<file path="config.mk">
export PLATFORM = sky130hd
export DESIGN_NAME = pipe_ctrl_unit_flat
export DESIGN_NICKNAME = d
export VERILOG_FILES = /design/src/rtl/pipe_ctrl_unit_pkg.sv /design/src/rtl/pipe_ctrl_unit_if.sv /design/src/rtl/pipe_ctrl_unit_hazard_detect.sv /design/src/rtl/pipe_ctrl_unit.sv /design/src/flat_wrapper.sv
export SDC_FILE = /design/constraint.sdc
export NUM_CORES = 1
export LEC_CHECK = 0
export BUFFER_PORTS_ARGS = -buffer_cell sky130_fd_sc_hd__buf_2
export CORE_MARGIN = 2
export CORE_UTILIZATION = 49
export CTS_BUF_LIST = sky130_fd_sc_hd__clkbuf_2
export CTS_CLUSTER_SIZE = 24
export DETAILED_ROUTE_END_ITERATION = 8
export GPL_ROUTABILITY_DRIVEN = 0
export PLACE_DENSITY = 0.86
export SLEW_MARGIN = 20
export SYNTH_ARGS = -nofsm -noshare
export SYNTH_HDL_FRONTEND = slang
export SYNTH_SLANG_ARGS = --single-unit
</file>
<file path="constraint.sdc">
create_clock -name clk -period 4.2 [get_ports clk]
set_input_delay 0.63 -clock clk [delete_from_list [all_inputs] [get_ports clk]]
set_output_delay 0.63 -clock clk [all_outputs]
set_load 0.005 [all_outputs]
</file>
<file path="src/rtl/pipe_ctrl_unit_pkg.sv">
// Shared decode definitions for the pipeline control unit: opcode and funct
// constants, ALU control codes, the packed control bundle, and the decoders.
// Optional macro CTRL_IMM_LOGIC_EN adds decode of andi / ori / slti.
package ctrl_pkg;

    localparam logic [5:0] OP_RTYPE = 6'h00;
    localparam logic [5:0] OP_J     = 6'h02;
    localparam logic [5:0] OP_BEQ   = 6'h04;
    localparam logic [5:0] OP_BNE   = 6'h05;
    localparam logic [5:0] OP_ADDI  = 6'h08;
    localparam logic [5:0] OP_SLTI  = 6'h0A;
    localparam logic [5:0] OP_ANDI  = 6'h0C;
    localparam logic [5:0] OP_ORI   = 6'h0D;
    localparam logic [5:0] OP_LW    = 6'h23;
    localparam logic [5:0] OP_SW    = 6'h2B;

    localparam logic [5:0] FN_ADD = 6'h20;
    localparam logic [5:0] FN_SUB = 6'h22;
    localparam logic [5:0] FN_AND = 6'h24;
    localparam logic [5:0] FN_OR  = 6'h25;
    localparam logic [5:0] FN_NOR = 6'h27;
    localparam logic [5:0] FN_SLT = 6'h2A;

    localparam logic [3:0] ALU_AND = 4'b0000;
    localparam logic [3:0] ALU_OR  = 4'b0001;
    localparam logic [3:0] ALU_ADD = 4'b0010;
    localparam logic [3:0] ALU_SUB = 4'b0110;
    localparam logic [3:0] ALU_SLT = 4'b0111;
    localparam logic [3:0] ALU_NOR = 4'b1100;

    typedef struct packed {
        logic       reg_dst;
        logic       alu_src;
        logic       branch;
        logic       branch_neq;
        logic       mem_read;
        logic       mem_write;
        logic       mem_to_reg;
        logic       reg_write;
        logic [3:0] alu_ctl;
    } ctrl_t;

    // R-type ALU operation selected by funct; unknown funct falls back to add.
    function automatic logic [3:0] rtype_alu(input logic [5:0] fn);
        case (fn)
            FN_ADD:  return ALU_ADD;
            FN_SUB:  return ALU_SUB;
            FN_AND:  return ALU_AND;
            FN_OR:   return ALU_OR;
            FN_NOR:  return ALU_NOR;
            FN_SLT:  return ALU_SLT;
            default: return ALU_ADD;
        endcase
    endfunction

    // Main decoder; anything not recognised yields an all-zero bundle.
    function automatic ctrl_t decode(input logic [5:0] op, input logic [5:0] fn);
        ctrl_t c;
        c = '0;
        case (op)
            OP_RTYPE: begin
                c.reg_dst   = 1'b1;
                c.reg_write = 1'b1;
                c.alu_ctl   = rtype_alu(fn);
            end
            OP_LW: begin
                c.alu_src    = 1'b1;
                c.mem_read   = 1'b1;
                c.mem_to_reg = 1'b1;
                c.reg_write  = 1'b1;
                c.alu_ctl    = ALU_ADD;
            end
            OP_SW: begin
                c.alu_src   = 1'b1;
                c.mem_write = 1'b1;
                c.alu_ctl   = ALU_ADD;
            end
            OP_ADDI: begin
                c.alu_src   = 1'b1;
                c.reg_write = 1'b1;
                c.alu_ctl   = ALU_ADD;
            end
            OP_BEQ: begin
                c.branch  = 1'b1;
                c.alu_ctl = ALU_SUB;
            end
            OP_BNE: begin
                c.branch_neq = 1'b1;
                c.alu_ctl    = ALU_SUB;
            end
`ifdef CTRL_IMM_LOGIC_EN
            OP_ANDI: begin
                c.alu_src   = 1'b1;
                c.reg_write = 1'b1;
                c.alu_ctl   = ALU_AND;
            end
            OP_ORI: begin
                c.alu_src   = 1'b1;
                c.reg_write = 1'b1;
                c.alu_ctl   = ALU_OR;
            end
            OP_SLTI: begin
                c.alu_src   = 1'b1;
                c.reg_write = 1'b1;
                c.alu_ctl   = ALU_SLT;
            end
`endif
            default: c = '0;
        endcase
        return c;
    endfunction

    // Which source registers the ID instruction reads: {use_rs, use_rt}.
    function automatic logic [1:0] src_use(input logic [5:0] op);
        case (op)
            OP_RTYPE, OP_SW, OP_BEQ, OP_BNE: return 2'b11;
            OP_LW, OP_ADDI:                  return 2'b10;
`ifdef CTRL_IMM_LOGIC_EN
            OP_ANDI, OP_ORI, OP_SLTI:        return 2'b10;
`endif
            default:                         return 2'b00;
        endcase
    endfunction

endpackage

</file>
<file path="src/rtl/pipe_ctrl_unit_if.sv">
// Bundle of ID-stage inputs and pipelined control outputs of pipe_ctrl_unit.
// master drives the instruction fields and branch outcome; slave is the unit.
interface pipe_ctrl_unit_if #(parameter int RA_W = 5);
    logic [5:0]      opcode;
    logic [5:0]      funct;
    logic [RA_W-1:0] id_rs;
    logic [RA_W-1:0] id_rt;
    logic            ex_br_taken;

    logic            ex_reg_dst;
    logic            ex_alu_src;
    logic            ex_branch;
    logic            ex_branch_neq;
    logic            ex_mem_read;
    logic            ex_mem_write;
    logic            ex_mem_to_reg;
    logic            ex_reg_write;
    logic [3:0]      ex_alu_ctl;
    logic [RA_W-1:0] ex_rt;

    logic            mem_mem_read;
    logic            mem_mem_write;
    logic            mem_mem_to_reg;
    logic            mem_reg_write;

    logic            wb_mem_to_reg;
    logic            wb_reg_write;

    logic            stall;
    logic            if_flush;
    logic            jump;

    modport master (
        output opcode, funct, id_rs, id_rt, ex_br_taken,
        input  ex_reg_dst, ex_alu_src, ex_branch, ex_branch_neq, ex_mem_read,
               ex_mem_write, ex_mem_to_reg, ex_reg_write, ex_alu_ctl, ex_rt,
               mem_mem_read, mem_mem_write, mem_mem_to_reg, mem_reg_write,
               wb_mem_to_reg, wb_reg_write, stall, if_flush, jump
    );

    modport slave (
        input  opcode, funct, id_rs, id_rt, ex_br_taken,
        output ex_reg_dst, ex_alu_src, ex_branch, ex_branch_neq, ex_mem_read,
               ex_mem_write, ex_mem_to_reg, ex_reg_write, ex_alu_ctl, ex_rt,
               mem_mem_read, mem_mem_write, mem_mem_to_reg, mem_reg_write,
               wb_mem_to_reg, wb_reg_write, stall, if_flush, jump
    );
endinterface

</file>
<file path="src/rtl/pipe_ctrl_unit_hazard_detect.sv">
// Load-use hazard detector: a load in EX whose destination is a register the
// ID instruction reads forces a one-cycle stall. Register 0 never hazards.
module hazard_detect #(
    parameter int RA_W = 5
) (
    input  logic            ex_mem_read,
    input  logic [RA_W-1:0] ex_rt,
    input  logic [RA_W-1:0] id_rs,
    input  logic [RA_W-1:0] id_rt,
    input  logic            use_rs,
    input  logic            use_rt,
    output logic            load_use
);
    // Compare the load destination against each source actually read.
    always_comb begin
        load_use = 1'b0;
        if (ex_mem_read && (ex_rt != '0)) begin
            load_use = (use_rs && (ex_rt == id_rs)) || (use_rt && (ex_rt == id_rt));
        end
    end
endmodule

</file>
<file path="src/rtl/pipe_ctrl_unit.sv">
// Pipeline control unit: decodes the ID instruction, carries its controls
// through ID/EX, EX/MEM and MEM/WB, and raises stall / flush / jump.
// Optional macro CTRL_IMM_LOGIC_EN (see ctrl_pkg) enables andi/ori/slti.
module pipe_ctrl_unit
    import ctrl_pkg::*;
#(
    parameter int RA_W = 5
) (
    input  logic          clk,
    input  logic          rst,
    pipe_ctrl_unit_if.slave bus
);
    ctrl_t           id_ctrl;
    logic [1:0]      id_use;
    logic            id_is_j;
    logic            load_use;
    logic            bubble;

    ctrl_t           ex_ctrl_p0;
    logic [RA_W-1:0] ex_rt_p0;
    logic [3:0]      mem_ctrl_p1;   // {mem_read, mem_write, mem_to_reg, reg_write}
    logic [1:0]      wb_ctrl_p2;    // {mem_to_reg, reg_write}

    assign id_ctrl = decode(bus.opcode, bus.funct);
    assign id_use  = src_use(bus.opcode);
    assign id_is_j = (bus.opcode == OP_J);

    hazard_detect #(.RA_W(RA_W)) u_hazard (
        .ex_mem_read (ex_ctrl_p0.mem_read),
        .ex_rt       (ex_rt_p0),
        .id_rs       (bus.id_rs),
        .id_rt       (bus.id_rt),
        .use_rs      (id_use[1]),
        .use_rt      (id_use[0]),
        .load_use    (load_use)
    );

    // Hazard outputs: taken branch outranks load-use, reset silences all.
    always_comb begin
        bus.stall    = 1'b0;
        bus.if_flush = 1'b0;
        bus.jump     = 1'b0;
        bubble       = 1'b0;
        if (!rst) begin
            if (bus.ex_br_taken) begin
                bus.if_flush = 1'b1;
                bubble       = 1'b1;
            end else begin
                bus.stall    = load_use;
                bubble       = load_use;
                bus.jump     = id_is_j;
                bus.if_flush = id_is_j;
            end
        end
    end

    // ---- ID -> EX / EX -> MEM / MEM -> WB boundaries ----
    always_ff @(posedge clk) begin
        if (rst) begin
            ex_ctrl_p0  <= '0;
            ex_rt_p0    <= '0;
            mem_ctrl_p1 <= '0;
            wb_ctrl_p2  <= '0;
        end else begin
            ex_ctrl_p0  <= bubble ? '0 : id_ctrl;
            ex_rt_p0    <= bubble ? '0 : bus.id_rt;
            mem_ctrl_p1 <= {ex_ctrl_p0.mem_read, ex_ctrl_p0.mem_write,
                            ex_ctrl_p0.mem_to_reg, ex_ctrl_p0.reg_write};
            wb_ctrl_p2  <= {mem_ctrl_p1[1], mem_ctrl_p1[0]};
        end
    end

    assign bus.ex_reg_dst     = ex_ctrl_p0.reg_dst;
    assign bus.ex_alu_src     = ex_ctrl_p0.alu_src;
    assign bus.ex_branch      = ex_ctrl_p0.branch;
    assign bus.ex_branch_neq  = ex_ctrl_p0.branch_neq;
    assign bus.ex_mem_read    = ex_ctrl_p0.mem_read;
    assign bus.ex_mem_write   = ex_ctrl_p0.mem_write;
    assign bus.ex_mem_to_reg  = ex_ctrl_p0.mem_to_reg;
    assign bus.ex_reg_write   = ex_ctrl_p0.reg_write;
    assign bus.ex_alu_ctl     = ex_ctrl_p0.alu_ctl;
    assign bus.ex_rt          = ex_rt_p0;

    assign bus.mem_mem_read   = mem_ctrl_p1[3];
    assign bus.mem_mem_write  = mem_ctrl_p1[2];
    assign bus.mem_mem_to_reg = mem_ctrl_p1[1];
    assign bus.mem_reg_write  = mem_ctrl_p1[0];

    assign bus.wb_mem_to_reg  = wb_ctrl_p2[1];
    assign bus.wb_reg_write   = wb_ctrl_p2[0];
endmodule

</file>
<file path="src/flat_wrapper.sv">
// flat-port wrapper written by rule: the top's interface ports become plain ports
module pipe_ctrl_unit_flat import ctrl_pkg::*;
#(
    parameter int RA_W = 5
)
  (clk, rst, bus_opcode, bus_funct, bus_id_rs, bus_id_rt, bus_ex_br_taken, bus_ex_reg_dst, bus_ex_alu_src, bus_ex_branch, bus_ex_branch_neq, bus_ex_mem_read, bus_ex_mem_write, bus_ex_mem_to_reg, bus_ex_reg_write, bus_ex_alu_ctl, bus_ex_rt, bus_mem_mem_read, bus_mem_mem_write, bus_mem_mem_to_reg, bus_mem_reg_write, bus_wb_mem_to_reg, bus_wb_reg_write, bus_stall, bus_if_flush, bus_jump);
  pipe_ctrl_unit_if #(.RA_W(RA_W)) bus_i ();
  input  logic clk;
  input  logic rst;
  input wire logic [$bits(bus_i.opcode)-1:0] bus_opcode;
  input wire logic [$bits(bus_i.funct)-1:0] bus_funct;
  input wire logic [$bits(bus_i.id_rs)-1:0] bus_id_rs;
  input wire logic [$bits(bus_i.id_rt)-1:0] bus_id_rt;
  input wire logic [$bits(bus_i.ex_br_taken)-1:0] bus_ex_br_taken;
  output wire logic [$bits(bus_i.ex_reg_dst)-1:0] bus_ex_reg_dst;
  output wire logic [$bits(bus_i.ex_alu_src)-1:0] bus_ex_alu_src;
  output wire logic [$bits(bus_i.ex_branch)-1:0] bus_ex_branch;
  output wire logic [$bits(bus_i.ex_branch_neq)-1:0] bus_ex_branch_neq;
  output wire logic [$bits(bus_i.ex_mem_read)-1:0] bus_ex_mem_read;
  output wire logic [$bits(bus_i.ex_mem_write)-1:0] bus_ex_mem_write;
  output wire logic [$bits(bus_i.ex_mem_to_reg)-1:0] bus_ex_mem_to_reg;
  output wire logic [$bits(bus_i.ex_reg_write)-1:0] bus_ex_reg_write;
  output wire logic [$bits(bus_i.ex_alu_ctl)-1:0] bus_ex_alu_ctl;
  output wire logic [$bits(bus_i.ex_rt)-1:0] bus_ex_rt;
  output wire logic [$bits(bus_i.mem_mem_read)-1:0] bus_mem_mem_read;
  output wire logic [$bits(bus_i.mem_mem_write)-1:0] bus_mem_mem_write;
  output wire logic [$bits(bus_i.mem_mem_to_reg)-1:0] bus_mem_mem_to_reg;
  output wire logic [$bits(bus_i.mem_reg_write)-1:0] bus_mem_reg_write;
  output wire logic [$bits(bus_i.wb_mem_to_reg)-1:0] bus_wb_mem_to_reg;
  output wire logic [$bits(bus_i.wb_reg_write)-1:0] bus_wb_reg_write;
  output wire logic [$bits(bus_i.stall)-1:0] bus_stall;
  output wire logic [$bits(bus_i.if_flush)-1:0] bus_if_flush;
  output wire logic [$bits(bus_i.jump)-1:0] bus_jump;
  assign bus_i.opcode = bus_opcode;
  assign bus_i.funct = bus_funct;
  assign bus_i.id_rs = bus_id_rs;
  assign bus_i.id_rt = bus_id_rt;
  assign bus_i.ex_br_taken = bus_ex_br_taken;
  assign bus_ex_reg_dst = bus_i.ex_reg_dst;
  assign bus_ex_alu_src = bus_i.ex_alu_src;
  assign bus_ex_branch = bus_i.ex_branch;
  assign bus_ex_branch_neq = bus_i.ex_branch_neq;
  assign bus_ex_mem_read = bus_i.ex_mem_read;
  assign bus_ex_mem_write = bus_i.ex_mem_write;
  assign bus_ex_mem_to_reg = bus_i.ex_mem_to_reg;
  assign bus_ex_reg_write = bus_i.ex_reg_write;
  assign bus_ex_alu_ctl = bus_i.ex_alu_ctl;
  assign bus_ex_rt = bus_i.ex_rt;
  assign bus_mem_mem_read = bus_i.mem_mem_read;
  assign bus_mem_mem_write = bus_i.mem_mem_write;
  assign bus_mem_mem_to_reg = bus_i.mem_mem_to_reg;
  assign bus_mem_reg_write = bus_i.mem_reg_write;
  assign bus_wb_mem_to_reg = bus_i.wb_mem_to_reg;
  assign bus_wb_reg_write = bus_i.wb_reg_write;
  assign bus_stall = bus_i.stall;
  assign bus_if_flush = bus_i.if_flush;
  assign bus_jump = bus_i.jump;
  pipe_ctrl_unit #(.RA_W(RA_W)) u_core (.clk(clk), .rst(rst), .bus(bus_i));
endmodule
</file>
== Word-level counts from Yosys, hierarchy flattened ==
Index checks and enable logic that the tools add are counted.
Storage, ports and cells
  output and inout bits: 26
  input port bits: 25
  register bits: 22
  word-level logic and storage cells: 55
Cells by class
  equality and inequality tests: 13
  reduce and logical (&&, ||, !) cells: 12
  muxes and demuxes: 19
Operators by type and width (number)
  equality test 6 bit, second input constant: 7
  one-hot mux 4 bit (5 select lines): 1
  2-to-1 mux 1 bit: 16
  equality test 6 x 3 -> 1 bit, second input constant: 2
  one-hot mux 4 bit (3 select lines): 1
  equality test 5 bit: 2
  equality test 6 x 2 -> 1 bit, second input constant: 1
  equality test 6 x 4 -> 1 bit, second input constant: 1
  zero test 6 bit: 1
  OR reduction 2 bit: 3
  OR reduction 3 bit: 2
  nonzero test 5 bit: 1
  one-hot mux 2 bit (2 select lines): 1
  OR reduction 4 bit: 1
  logical AND 1 bit: 3
  logical OR 1 bit: 1

== Depth between registers and ports, before layout ==
  depth after elaboration: 9
  mapped depth: 7

== By module ==
A second synthesis with hierarchy kept.
Unflattened totals
  cells, all modules: 106
  area, all modules: 953.4 um^2
Modules (own cells, without submodules)
  pipe_ctrl_unit: instances 1, area each 819.5 um^2, cells each 89
  hazard_detect: instances 1, area each 133.9 um^2, cells each 17

== Worst setup path before layout ==
No wires, ideal clock.
  path type: input to output
  start point: input bus_opcode[5]
  end point: output bus_stall
  cell stages on the path: 5
  arrival time: 1.880 ns
  path slack: 1.690 ns
  cells stage by stage: or2_1 > a211o_1 > a21o_2 > o32ai_2 > and2_2
On the way
  word-level cells in the longest chain between the ends: 8
  elaborated cells between the ends (all ways): 15
  classes of those cells: 5 x eq/ne; 4 x mux; 6 x reduce/logical
Ends and longest elaborated chain
  start, declared: RTL line flat_wrapper.sv:10  | input wire logic [$bits(bus_i.opcode)-1:0] bus_opcode;
  equality test 6 bit (tied with other cells): RTL line pipe_ctrl_unit_pkg.sv:115  | case (op)
  OR reduction 4 bit / OR reduction 2 bit (equally long branches): RTL line pipe_ctrl_unit_pkg.sv:115
  one-hot mux 2 bit (2 select lines) (*): RTL line pipe_ctrl_unit_pkg.sv:115
  logical AND 1 bit: RTL line pipe_ctrl_unit_hazard_detect.sv:18  | load_use = (use_rs && (ex_rt == id_rs)) || (use_rt && (ex_rt == id_rt));
  logical OR 1 bit (*): RTL line pipe_ctrl_unit_hazard_detect.sv:18
  2-to-1 mux 1 bit (*): RTL line pipe_ctrl_unit_hazard_detect.sv:17  | if (ex_mem_read && (ex_rt != '0)) begin
  2-to-1 mux 1 bit (*): RTL line pipe_ctrl_unit.sv:45  | if (bus.ex_br_taken) begin
  2-to-1 mux 1 bit (*): RTL line pipe_ctrl_unit.sv:44  | if (!rst) begin
  end, declared: RTL line flat_wrapper.sv:31  | output wire logic [$bits(bus_i.stall)-1:0] bus_stall;
Mark *: on every way between the ends. The rest lies on a longest branch, timed or not.

== Worst setup path after layout ==
  start point: register u_core.ex_rt_p0[3] (netlist: u_core.bus.ex_rt[3])
  end point: output bus_stall
On the way
  word-level cells in the longest chain between the ends: 6
  elaborated cells between the ends (all ways): 10
  classes of those cells: 2 x eq/ne; 3 x mux; 5 x reduce/logical
Ends and longest elaborated chain
  start, declared: RTL line pipe_ctrl_unit.sv:20  | logic [RA_W-1:0] ex_rt_p0;
  start signal, assigned: RTL line pipe_ctrl_unit.sv:66  | ex_rt_p0 <= bubble ? '0 : bus.id_rt;
  equality test 5 bit: RTL line pipe_ctrl_unit_hazard_detect.sv:18
  logical AND 1 bit: RTL line pipe_ctrl_unit_hazard_detect.sv:18
  logical OR 1 bit: RTL line pipe_ctrl_unit_hazard_detect.sv:18
  2-to-1 mux 1 bit (*): RTL line pipe_ctrl_unit_hazard_detect.sv:17
  2-to-1 mux 1 bit (*): RTL line pipe_ctrl_unit.sv:45
  2-to-1 mux 1 bit (*): RTL line pipe_ctrl_unit.sv:44
Marks and branches as above.

==> impl_metrics.ini <==
[layout]
syn2layout_area_growth_pct = 27.3
layout_common_cells = 50 x buf_2, 21 x dfxtp_1, 16 x nor2_1, 9 x nand2_1
final_common_cell = buf_2
layout-drive-gt1-share_pct = 36.6
antenna_cells = 0
final_net_count = 187

[setup_path]
cp.arrival_ns = 2.02
worstSetupEndpointType = output port
cp.required_ns = 3.57
worst-path-max-fanout = 4
critPathSlowestCell = or4_1
startpoint_type = flop
criticalPathCategory = flop to output port
critPathBufInv = 1
path_common_cell = or4_1
crit_family = simple AND/OR/NAND/NOR gates
slowest_delay_ns = 0.58
crit_chain = or4_1 > o21ai_2 > or4_1 > o32ai_2 > and2_2 > buf_2

[yosys]
synth_warnings = 0
synth_flop_cell = dfxtp_1
syn-num-nets = 137
ys_seq_area_share_pct = 43.0
synth_area_per_cell_um2 = 8.72
ys_ff_latch = 21
synth_top_area_share_pct = 43.0
syn-instance-count = 112
ys_types = 31
synth-edff-count = 0
async_reset_ff_share_pct = 0
netlist_area_um2 = 977
synth.area.top_cells = dfxtp_1 43%, xnor2_1 6.3%, nor2_1 6.1%
synth_top_area_cell = dfxtp_1

[worst_hold_path]
hp-class = flop to flop

[route]
drt_pass1_iterations = 4
drc = 0
first_iter_violations = 16
viasPerCell = 5.12
wire_per_inst_um = 12.2
route.final.wire_length_um = 2290
vias = 962
detail-route-antenna-nets = 0

[pwr]
ir_drop_uv = 139
p_per_area_nw_per_um2 = 268
power_w = 0.000334
leakage_nw = 0.599

[floorplanning]
dieArea_um2 = 2370
start_util_pct = 50.8
die_w_um = 48.7
die_y_um = 48.7
core_um2 = 1920
ios = 51
rows = 16

[timing]
timing.slew.headroom_pct = 56.8
timing.final.crit_period_ns = 2.65
maxSlewViolCount = 0
fin_crit_sh_pct = 63.1
finClkSkew_ns = 0.0128
max_freq_mhz = 377
tns_ns = 0
rsz0062_at_grt = no
finalSetupViolations = 0
final-hold-violation-count = 0
max_slew.worst_pin.slew_ns = 0.646

[cts]
cts_root_buf = clkbuf_2
cts_tree = done
cts_buffers = 3
clk_pin_slew_ns = 0.18
h-tree-depth = 1
cts_setup_buffers = 0
clk_latency_ns = 0.31
clock_sinks = 21
cts_resized = 0
postCtsHoldBufs = 0
clk_path_buf_depth = 2

[placement]
dpl.hpwl_um = 1800
io_buffers = 50

[global_route]
grt_pass1_vias = 899
grt_max_degree = 17
antenna_found_initial = 0
grt_pass1_wl_um = 3750
overflow = 0
grt_use_total_pct = 20.2

[job]
cap_violations = 0

[outcome]
status = finished clean
## layout make-up
class                   instances  area, um2
fillers                       177        678
multi-input cells              83        504
flip-flops and latches         21        420
repair buffers                 51        258
well taps                      27       33.8
clock buffers                   4       20.0
inverters                       2       7.51
## flip-flops by register name, indices dropped and copies added, names as in the netlist
signal                    cells
u_core.bus.ex_rt              5
u_core.bus.ex_alu_ctl         4
u_core.mem_ctrl_p1            3
u_core.wb_ctrl_p2             2
u_core.bus.ex_alu_src         1
u_core.bus.ex_branch          1
u_core.bus.ex_branch_neq      1
u_core.bus.ex_mem_read        1
u_core.bus.ex_mem_write       1
u_core.bus.ex_reg_dst         1
u_core.bus.ex_reg_write       1
## worst reg2reg max path: cells and delay by family, from the launching register on
kind,cells,cell delay [ns]
buffers and inverters,1,0.20
AO/OA/AOI/OAI,2,0.26
AND/OR/NAND/NOR,3,1.00
flip-flops,1,0.39
## path summary, 6_finish.rpt
kind / slack (ns) / from / cells after the start / endpoint
worst max-delay path: 1.55 / u_core.bus.ex_rt[3] / 6 / bus_stall
worst max register to register: 2.27 / u_core.bus.ex_rt[0] / 6 / u_core.bus.ex_alu_ctl[3]
worst min register to register: 0.47 / u_core.bus.ex_mem_write / 1 / u_core.mem_ctrl_p1[2]
worst min-delay path: 0.47 / u_core.bus.ex_mem_write / 1 / u_core.mem_ctrl_p1[2]
## kinds of logic (layout without fill, tap and decap cells)
family                    count (synthesis)  after routing  synth area share, %
DFF                                      21             21                 43.0
and+or+nand+nor                          61             61                 33.7
xor gates and xnor gates                 10             10                 8.96
buffers and inverters                     8             57                 5.38
AOI/OAI and AO/OA                        12             12                 8.96
## cells in the mapped netlist (all sizes together), types with 3 or more instances
library cell   n
a21oi          4
buf            4
dfxtp         21
nand2          9
nand3          5
nand3b         3
nor2          16
nor2b          7
nor3           5
nor4           3
nor4b          3
o21ai          3
xnor2          7
xor2           3
## where the power goes
group,internal (W),switching [W]
Clock,0.0000252,0.0000554
Combinational,0.0000228,0.0000251
Sequential,0.000202,0.00000302
## per-layer routing
metal	vias to the layer above	share of wire, %	wire length, um	GRT usage (%)
met5	-	0	0	0
met4	0	0.22	5	9.05
met3	2	5.8	132	3.09
met2	37	52	1190	35.8
met1	434	42	968	23.7
li1	489	-	-	-
## metrics by stage
step | hold slack [ns] | cells | worst slack (ns) | util, % | area (um2)
2_1_floorplan | 0.460 | 112 | 1.69 | - | 977
3_3_place_gp | 0.444 | 184 | 1.63 | 63.7 | 1220
3_5_place_dp | 0.454 | 184 | 1.58 | 63.7 | 1220
4_1_cts | 0.477 | 188 | 1.56 | 64.7 | 1240
5_1_grt | 0.481 | 188 | 1.45 | 64.7 | 1240
6_report | 0.472 | 188 | 1.55 | 64.7 | 1240
(Power assumes the default switching activity.)
